===== config.mk =====
export PLATFORM = sky130hd
export DESIGN_NAME = freq_count_latch
export DESIGN_NICKNAME = d
export VERILOG_FILES = /design/src/rtl/freq_meter_pkg.sv /design/src/rtl/bcd_decade.sv /design/src/rtl/freq_count_latch.sv
export SDC_FILE = /design/constraint.sdc
export NUM_CORES = 1
export LEC_CHECK = 0
export ABC_AREA = 1
export BUFFER_PORTS_ARGS = -buffer_cell sky130_fd_sc_hd__buf_2
export CORE_AREA = 4 4 95 79
export DETAILED_ROUTE_END_ITERATION = 10
export DIE_AREA = 0 0 99 83
export PLACE_DENSITY = 0.69
export RECOVER_POWER = 50
export SKIP_LAST_GASP = 1
export SYNTH_ARGS = -nofsm -noshare
export SYNTH_HDL_FRONTEND = slang
export SYNTH_SLANG_ARGS = --single-unit
export TNS_END_PERCENT = 100

===== constraint.sdc =====
create_clock -name clk -period 2.8 [get_ports clk]
set_input_delay 0.56 -clock clk [delete_from_list [all_inputs] [get_ports clk]]
set_output_delay 0.56 -clock clk [all_outputs]
set_load 0.005 [all_outputs]

===== src/rtl/freq_meter_pkg.sv =====
// Shared definitions for the frequency meter: BCD digit type, decade limits,
// default sizing and the bit positions of the synchronized control inputs.
package freq_meter_pkg;

  localparam int BCD_W = 4;
  localparam logic [BCD_W-1:0] BCD_MAX = 4'd9;

  typedef logic [BCD_W-1:0] bcd_digit_t;

  localparam int DIGITS_DEFAULT      = 6;
  localparam int SYNC_STAGES_DEFAULT = 2;

  // Bit positions inside the shared synchronizer word.
  localparam int SIG_FX    = 0;
  localparam int SIG_EN    = 1;
  localparam int SIG_CLR   = 2;
  localparam int SIG_LATCH = 3;
  localparam int N_SYNC    = 4;

  // Any code at or above 9 rolls to 0, so a corrupted digit self-heals.
  function automatic bcd_digit_t bcd_next(bcd_digit_t d);
    return (d >= BCD_MAX) ? bcd_digit_t'(0) : bcd_digit_t'(d + 4'd1);
  endfunction

endpackage


===== src/rtl/bcd_decade.sv =====
// One BCD decade of the edge counter: synchronous clear, increment on inc,
// carry_out is combinational (inc while the digit shows 9).
module bcd_decade
  import freq_meter_pkg::*;
(
  input  logic             clk,
  input  logic             rst,
  input  logic             clr,
  input  logic             inc,
  output logic [BCD_W-1:0] digit,
  output logic             carry_out
);

  always_ff @(posedge clk or posedge rst) begin
    if (rst) begin
      digit <= '0;
    end else if (clr) begin
      digit <= '0;
    end else if (inc) begin
      digit <= bcd_next(digit);
    end
  end

  assign carry_out = inc && (digit == BCD_MAX);

endmodule


===== src/rtl/freq_count_latch.sv =====
// Gated multi-decade BCD edge counter with saturating overflow and a display latch;
// count updates SYNC_STAGES+1 clocks after fx rises. FREQ_COUNT_BLANK_EN adds blank_mask.
module freq_count_latch
  import freq_meter_pkg::*;
#(
  parameter int DIGITS      = DIGITS_DEFAULT,
  parameter int SYNC_STAGES = SYNC_STAGES_DEFAULT
) (
  input  logic                clk,
  input  logic                rst,
  input  logic                fx,
  input  logic                counter_en,
  input  logic                counter_clr,
  input  logic                latch_en,
  output logic [4*DIGITS-1:0] bcd_out,
  output logic                ovf_out,
`ifdef FREQ_COUNT_BLANK_EN
  output logic [DIGITS-1:0]   blank_mask,
`endif
  output logic                latch_valid
);

  logic [N_SYNC-1:0] raw_in;
  logic [N_SYNC-1:0] sync_q [SYNC_STAGES];
  logic [N_SYNC-1:0] sync_out;

  logic fx_s, en_s, clr_s, latch_s;
  logic fx_d, latch_d;
  logic fx_rise, latch_rise;

  logic count_req;
  logic all_nines;
  logic inc0;
  logic ovf_q;

  logic [BCD_W-1:0]        digit_q [DIGITS];
  logic [DIGITS-1:0]       inc_c;
  logic [DIGITS-1:0]       carry_c;
  logic [BCD_W*DIGITS-1:0] count_flat;

  // ---------------- input synchronizers ----------------
  always_comb begin
    raw_in            = '0;
    raw_in[SIG_FX]    = fx;
    raw_in[SIG_EN]    = counter_en;
    raw_in[SIG_CLR]   = counter_clr;
    raw_in[SIG_LATCH] = latch_en;
  end

  always_ff @(posedge clk or posedge rst) begin
    if (rst) begin
      for (int i = 0; i < SYNC_STAGES; i++) begin
        sync_q[i] <= '0;
      end
    end else begin
      sync_q[0] <= raw_in;
      for (int i = 1; i < SYNC_STAGES; i++) begin
        sync_q[i] <= sync_q[i-1];
      end
    end
  end

  assign sync_out = sync_q[SYNC_STAGES-1];
  assign fx_s     = sync_out[SIG_FX];
  assign en_s     = sync_out[SIG_EN];
  assign clr_s    = sync_out[SIG_CLR];
  assign latch_s  = sync_out[SIG_LATCH];

  // Only fx and latch_en are edge-triggered; gate and clear act on level.
  always_ff @(posedge clk or posedge rst) begin
    if (rst) begin
      fx_d    <= 1'b0;
      latch_d <= 1'b0;
    end else begin
      fx_d    <= fx_s;
      latch_d <= latch_s;
    end
  end

  assign fx_rise    = fx_s & ~fx_d;
  assign latch_rise = latch_s & ~latch_d;

  // ---------------- counter chain ----------------
  assign count_req = fx_rise & en_s & ~clr_s;

  always_comb begin
    all_nines = 1'b1;
    for (int i = 0; i < DIGITS; i++) begin
      all_nines = all_nines & (digit_q[i] == BCD_MAX);
    end
  end

  // Suppressing the LSD increment at all-9s freezes the whole chain: saturation.
  assign inc0 = count_req & ~all_nines;

  for (genvar g = 0; g < DIGITS; g++) begin : g_decade
    if (g == 0) begin : g_lsd
      assign inc_c[g] = inc0;
    end else begin : g_upper
      assign inc_c[g] = carry_c[g-1];
    end

    bcd_decade u_decade (
      .clk       (clk),
      .rst       (rst),
      .clr       (clr_s),
      .inc       (inc_c[g]),
      .digit     (digit_q[g]),
      .carry_out (carry_c[g])
    );

    assign count_flat[BCD_W*g +: BCD_W] = digit_q[g];
  end

  always_ff @(posedge clk or posedge rst) begin
    if (rst) begin
      ovf_q <= 1'b0;
    end else if (clr_s) begin
      ovf_q <= 1'b0;
    end else if (count_req && all_nines) begin
      ovf_q <= 1'b1;
    end
  end

  // The saturation gate must keep the most significant carry silent.
  assert property (@(posedge clk) disable iff (rst) !carry_c[DIGITS-1]);

  // ---------------- display latch ----------------
  // Registers are read before this edge's increment/clear lands: pre-update capture.
  always_ff @(posedge clk or posedge rst) begin
    if (rst) begin
      bcd_out     <= '0;
      ovf_out     <= 1'b0;
      latch_valid <= 1'b0;
    end else begin
      latch_valid <= latch_rise;
      if (latch_rise) begin
        bcd_out <= count_flat;
        ovf_out <= ovf_q;
      end
    end
  end

`ifdef FREQ_COUNT_BLANK_EN
  logic [DIGITS-1:0] blank_next;

  always_comb begin
    logic zero_above;
    zero_above = 1'b1;
    blank_next = '0;
    for (int i = DIGITS - 1; i > 0; i--) begin
      zero_above    = zero_above & (digit_q[i] == '0);
      blank_next[i] = zero_above;
    end
  end

  always_ff @(posedge clk or posedge rst) begin
    if (rst) begin
      blank_mask <= '0;
    end else if (latch_rise) begin
      blank_mask <= blank_next;
    end
  end
`endif

endmodule


=== Word-level counts from Yosys, hierarchy flattened ===
Cells that the tools add are included.

* Input bits: 6
* Flip-flop bits (word level): 61
* Logic and storage cells: 79

* Magnitude comparators: 6
* Bitwise logic cells: 14
* Add/subtract/negate cells: 6
* Multiplexer cells: 20
* Reduce and logical (&&, ||, !) cells: 13
* Equality and inequality tests: 6

{| class="wikitable"
|+ Operator list
! kind !! count
|-
| 4-bit two-way mux || 18
|-
| 4-bit by 1-bit adder with 4-bit output (second input constant) || 6
|-
| 4-bit == test (second input constant) || 6
|-
| 4-bit greater-or-equal comparator (second input constant) || 6
|-
| 2-bit nonzero test || 7
|-
| 1-bit bitwise AND || 10
|-
| 1-bit logical AND || 6
|-
| 1-bit NOT || 4
|-
| 1-bit two-way mux || 2
|}

=== Longest topological paths before layout ===
* Depth after elaboration: 15
* Depth in mapped cells: 12
* Gate-level depth less buffers: 12

=== By module ===
From an unflattened synthesis, not the netlist that was laid out.

* Cell total of the unflattened synthesis: 350
* Area, all modules: 3000.4 µm²

{| class="wikitable"
|+ Modules (own cells, without submodules)
! module !! area an instance (µm²) !! times used !! seq. area each (µm²) !! cells an instance
|-
| bcd_decade || 261.5 || 6 || 100.1 || 34
|-
| freq_count_latch || 1431.4 || 1 || 925.9 || 146
|}

=== Least setup slack after synthesis ===
Ideal clock, no wire load.

* Path type: register to register
* From: register g_decade[2].u_decade.digit[1]
* To: register g_decade[5].u_decade.digit[0]
* Period minus slack after synthesis: 1.529 ns
* Setup time: 0.117 ns
* Data arrival time: 1.412 ns
* Slack: 1.271 ns
* Cell stages (with the launch flop): 12
* Cells stage by stage: dfrtp_1 inv_1 ha_1 nand3_2 inv_1 nand2_1 nor3_4 nand2_4 nand2_4 nand2_4 nand2_1 nand2_1

* Word-level cells in the longest chain between the ends: 13

{| class="wikitable"
|+ Ends and longest elaborated chain
! element !! line !! source
|-
| start, declared || bcd_decade.sv:10 || <nowiki>output logic [BCD_W-1:0] digit,</nowiki>
|-
| start signal, assigned || bcd_decade.sv:20 || <nowiki>digit <= bcd_next(digit);</nowiki>
|-
| 4-bit == test * || bcd_decade.sv:24, freq_count_latch.sv:89 ||
|-
| 1-bit bitwise AND (4 in a row) || freq_count_latch.sv:89 || <nowiki>all_nines = all_nines & (digit_q[i] == BCD_MAX);</nowiki>
|-
| 1-bit NOT || freq_count_latch.sv:94 || <nowiki>assign inc0 = count_req & ~all_nines;</nowiki>
|-
| 1-bit bitwise AND || freq_count_latch.sv:94 ||
|-
| 1-bit logical AND (2 in a row) || bcd_decade.sv:24 || <nowiki>assign carry_out = inc && (digit == BCD_MAX);</nowiki>
|-
| 1-bit logical AND * (3 in a row) || bcd_decade.sv:24 ||
|-
| 2-bit nonzero test (no source line) * || - ||
|-
| end signal, assigned || bcd_decade.sv:20 ||
|-
| end, declared || bcd_decade.sv:10 ||
|}

Mark *: on every way between the ends. The rest lies on a longest branch, timed or not.
A chain may end at the register's enable or synchronous reset.

=== Worst setup path in the final report ===
* From: register sync_q, in the netlist sync_out[2]
* To: register g_decade[5].u_decade.digit[0]

* Word-level cells in the longest chain between the ends: 9
* Elaborated cells between the ends (all ways): 10
* Classes of those cells: mux: 1; bitwise: 3; reduce/logical: 6

{| class="wikitable"
|+ Ends and longest elaborated chain
! element !! line !! source
|-
| start, declared || freq_count_latch.sv:24 || <nowiki>logic [N_SYNC-1:0] sync_q [SYNC_STAGES];</nowiki>
|-
| start signal, assigned by index || freq_count_latch.sv:58 || <nowiki>sync_q[i] <= sync_q[i-1];</nowiki>
|-
| 1-bit NOT || freq_count_latch.sv:84 || <nowiki>assign count_req = fx_rise & en_s & ~clr_s;</nowiki>
|-
| 1-bit bitwise AND || freq_count_latch.sv:84 ||
|-
| 1-bit bitwise AND || freq_count_latch.sv:94 ||
|-
| 1-bit logical AND (5 in a row) || bcd_decade.sv:24 ||
|-
| 2-bit nonzero test (no source line) || - ||
|}

Several ways; a longest one is shown, not always the timed one.

==> summary.md <==
| Metric | Value |
|---|---|
| WP data required | `3.03 ns` |
| # fillers | `622` |
| Post-Synth Adder-Cell Area | `7.765%` |
| Seq cells post-synth | `61` |
| Fmax | `556.4 MHz` |
| Fin crit period | `1.797 ns` |
| Worst VDD drop | `0.3312 mV` |
| Final nets | `368` |
| Routed vias/inst | `4.787` |
| Pwr dens | `550.8 nW/µm²` |
| Clk root buf | `clkbuf_8` |
| Crit-path cells | `clkinv_1 > nand2_1 > nand2_4 > nand2_1 > nand2_1` |
| Cell count after synthesis | `307` |
| CP Max Fanout | `16` |
| Most frequent cells after synthesis | `61 x dfrtp_1, 61 x nand2_1, 37 x inv_1` |
| Area of the mapped netlist | `2900 µm²` |
| I/O Buffers | `31` |
| Hold crit path type | `in -> reg` |
| Synth area leaders | `dfrtp_1 53%, nand2_1 7.9%, ha_1 7.8%` |
| Clock skew | `0.008571 ns` |
| EDFF count, synth | `0` |
| TritonCTS clock tree | `yes` |
| Congestion Overflow GR | `0` |
| Num rows | `27` |
| Critical path arrival | `2.03 ns` |
| Mux cell area share after synthesis | `0%` |
| CTS Sinks | `61` |
| CTS H-tree depth | `3` |
| Vias in the first global route | `2092` |
| Ys Warns | `0` |
| Status | `complete, but fails checks` |
| Avg Cell Area, Syn | `9.447 µm²` |
| Skew-Pair Late Insertion Delay | `0.35 ns` |
| Layout cells sized above 1 | `20.34%` |
| Gr usage total | `14.12%` |
| RR Endpoint | `g_decade[5].u_decade.digit[0]` |
| Max cap viols | `1` |
| Chip Width | `99 µm` |
| Drt pass-1 iters | `4` |
| Synth cell types | `31` |
| Setup TNS | `0 ns` |
| Post-DP HPWL | `3775 µm` |
| Hold depth | `1` |
| Start point of the worst hold path | `counter_en` |
| I/O pin count | `32` |
| RSZ-0062 raised after global routing | `false` |
| Post-synth ARST share | `100.0%` |
| Synth Area in Compound Gates | `8.412%` |
| Worst Hold Path EP | `sync_q[5]` |
| Worst setup SP type | `flip-flop` |
| Synth Flop Type | `dfrtp_1` |
| Area Overhead vs Synth | `15.19%` |
| FF/Latch Area | `1526 µm²` |
| Slew margin rel. | `0.4509%` |
| Initial core utilization | `43.58%` |
| Clock Tree Buf Depth | `2` |
| Hold Buf Count CTS | `0` |
| Post-Route WL | `5347 µm` |
| Leakage | `1.668 nW` |
| Top cell type's share of synthesized area | `52.63%` |
| DIE AREA | `8217 µm²` |
| Synth Area in XOR/XNOR | `2.114%` |
| R2R setup slack | `1.00 ns` |
| Post_cts resized | `0` |
| Routability congestion estimate | `0.7940` |
| Critical Path Slowest Stage Cell | `dfrtp_1` |
| Biggest area consumer among synthesized cells | `dfrtp_1` |
| Simple-gate share of the synthesized area | `22.09%` |
| CP max stage delay | `0.58 ns` |
| Largest net degree at the start of global routing | `62` |
| Critical path depth | `5` |
| Buf+Inv Stages, Crit Path | `1` |
| Residual DRC | `0` |
| Initial DRC count | `76` |
| Largest family of logic cells by synthesized area | `simple AND/OR/NAND/NOR gates` |
| CP most frequent cell | `nand2_1` |
| Initial antenna violation count | `0` |
| Number of diodes | `0` |
| Area of the multi-input gates | `1171 µm²` |
| Die height | `83 µm` |
| Detail Route Antenna Nets | `0` |
| Post-route clock period utilization | `64.18%` |
| Critical path's top delay family | `simple AND/OR/NAND/NOR gates` |
| Placed cells | `420` |
| Failing checks | `capacitance limit` |
| CTS Buf Count | `9` |
| Path depth of the worst reg2reg path | `5` |
| Via count | `2087` |
| # setup viols final | `0` |
| Seq/Total Area, Yosys | `52.63%` |
| Wire per inst | `12.26 µm` |
| CORE AREA | `6655 µm²` |
| Slew @ Worst Pin | `1.493 ns` |
| Clock Pin Slew Worst Setup and Hold Paths | `0.07 ns` |
| Final non-filler cell total | `436` |
| Syn_nets | `331` |
| R2R Path Start | `sync_out[2]` |
| Kind of critical path | `reg -> reg` |
| Kind of end point of the critical path | `flip-flop` |
| First-pass GRT wire length | `9425 µm` |
| Max-slew violation count | `0` |
| Final Hold Vio Count | `0` |
| Post-CTS Setup Inserts | `0` |
-- cell type report --
class                   instances  area share, %
clock inverters                 7          2.247
repair buffers                 33          5.019
clock buffers                   9          3.708
well taps                      87          3.258
inverters                      44          5.019
multi-input cells             195          35.06
flip-flops and latches         61          45.69
-- cells by family (layout without fill, tap and decap cells) --
| kind of cell | Yosys count | count (layout) |
|---|---|---|
| DFF | 61 | 61 |
| buffers and inverters | 51 | 93 |
| and+or+nand+nor | 124 | 124 |
| xor gates and xnor gates | 7 | 7 |
| adders and majority gates | 18 | 18 |
| AOI/OAI and AO/OA | 46 | 46 |
-- state kept, by name, indices dropped and copies added (netlist names) --
register and cells:
ovf_out 1, g_decade.u_decade.digit 24, latch_valid 1, sync_out 4
fx_d 1, bcd_out 24, ovf_q 1, latch_d 1
sync_q 4
-- cell usage in the layout, fill, tap and decap left out, types with 4 or more instances in the layout --
cell type  netlist  final
clkbuf_8         0      9
nand2_4          4      4
nand4_1          5      5
nand3_2          4      4
inv_2            5      5
nand2_1         61     61
dfrtp_1         61     61
nor2_1          13     13
inv_1           37     37
xor2_1           4      4
ha_1            18     18
nand3_1         24     24
a21oi_1          4      4
buf_2            1     31
o21ai_0         31     31
-- power breakdown --
group / leakage, nW / switching (mW) / total (mW) / internal (mW)
Sequential: 0.819 / 0.0224 / 0.934 / 0.911
Clock: 0.0918 / 0.369 / 0.781 / 0.413
Combinational: 0.756 / 0.0832 / 0.125 / 0.0418
-- metrics by stage --
stage / util (%) / cell area [µm²] / hold WS [ns] / setup slack [ns] / total power [mW]
after global routing: 50.20 / 3341 / 0.2940 / 0.8554 / 1.920
final: 50.20 / 3341 / 0.3164 / 1.003 / 1.840
after detailed placement: 47.25 / 3144 / 0.3387 / 1.062 / 1.078
after global placement: 47.25 / 3144 / 0.3332 / 1.090 / 1.075
after floorplan: - / 2900 / 0.3312 / 0.7270 / 1.036
after CTS: 50.24 / 3343 / 0.3027 / 1.052 / 1.863
-- metal layers --
layer	wire length, µm	track usage [%]
met4	71	5.459
met2	2379	21.16
met5	0	0
met1	2633	18.48
met3	262	5.374
-- worst max path at each step --
stage,endpoint,slack (ns),from
6_report,g_decade[5].u_decade.digit[0],1.00,sync_out[2]
5_1_grt,bcd_out[19],0.86,rst
4_1_cts,g_decade[4].u_decade.digit[0],1.05,g_decade[0].u_decade.digit[1]
3_5_place_dp,g_decade[4].u_decade.digit[0],1.06,g_decade[0].u_decade.digit[1]
3_3_place_gp,g_decade[5].u_decade.digit[2],1.09,g_decade[0].u_decade.digit[1]
2_1_floorplan,bcd_out[0],0.73,rst
Note: power is estimated with default switching activity, not from simulation.
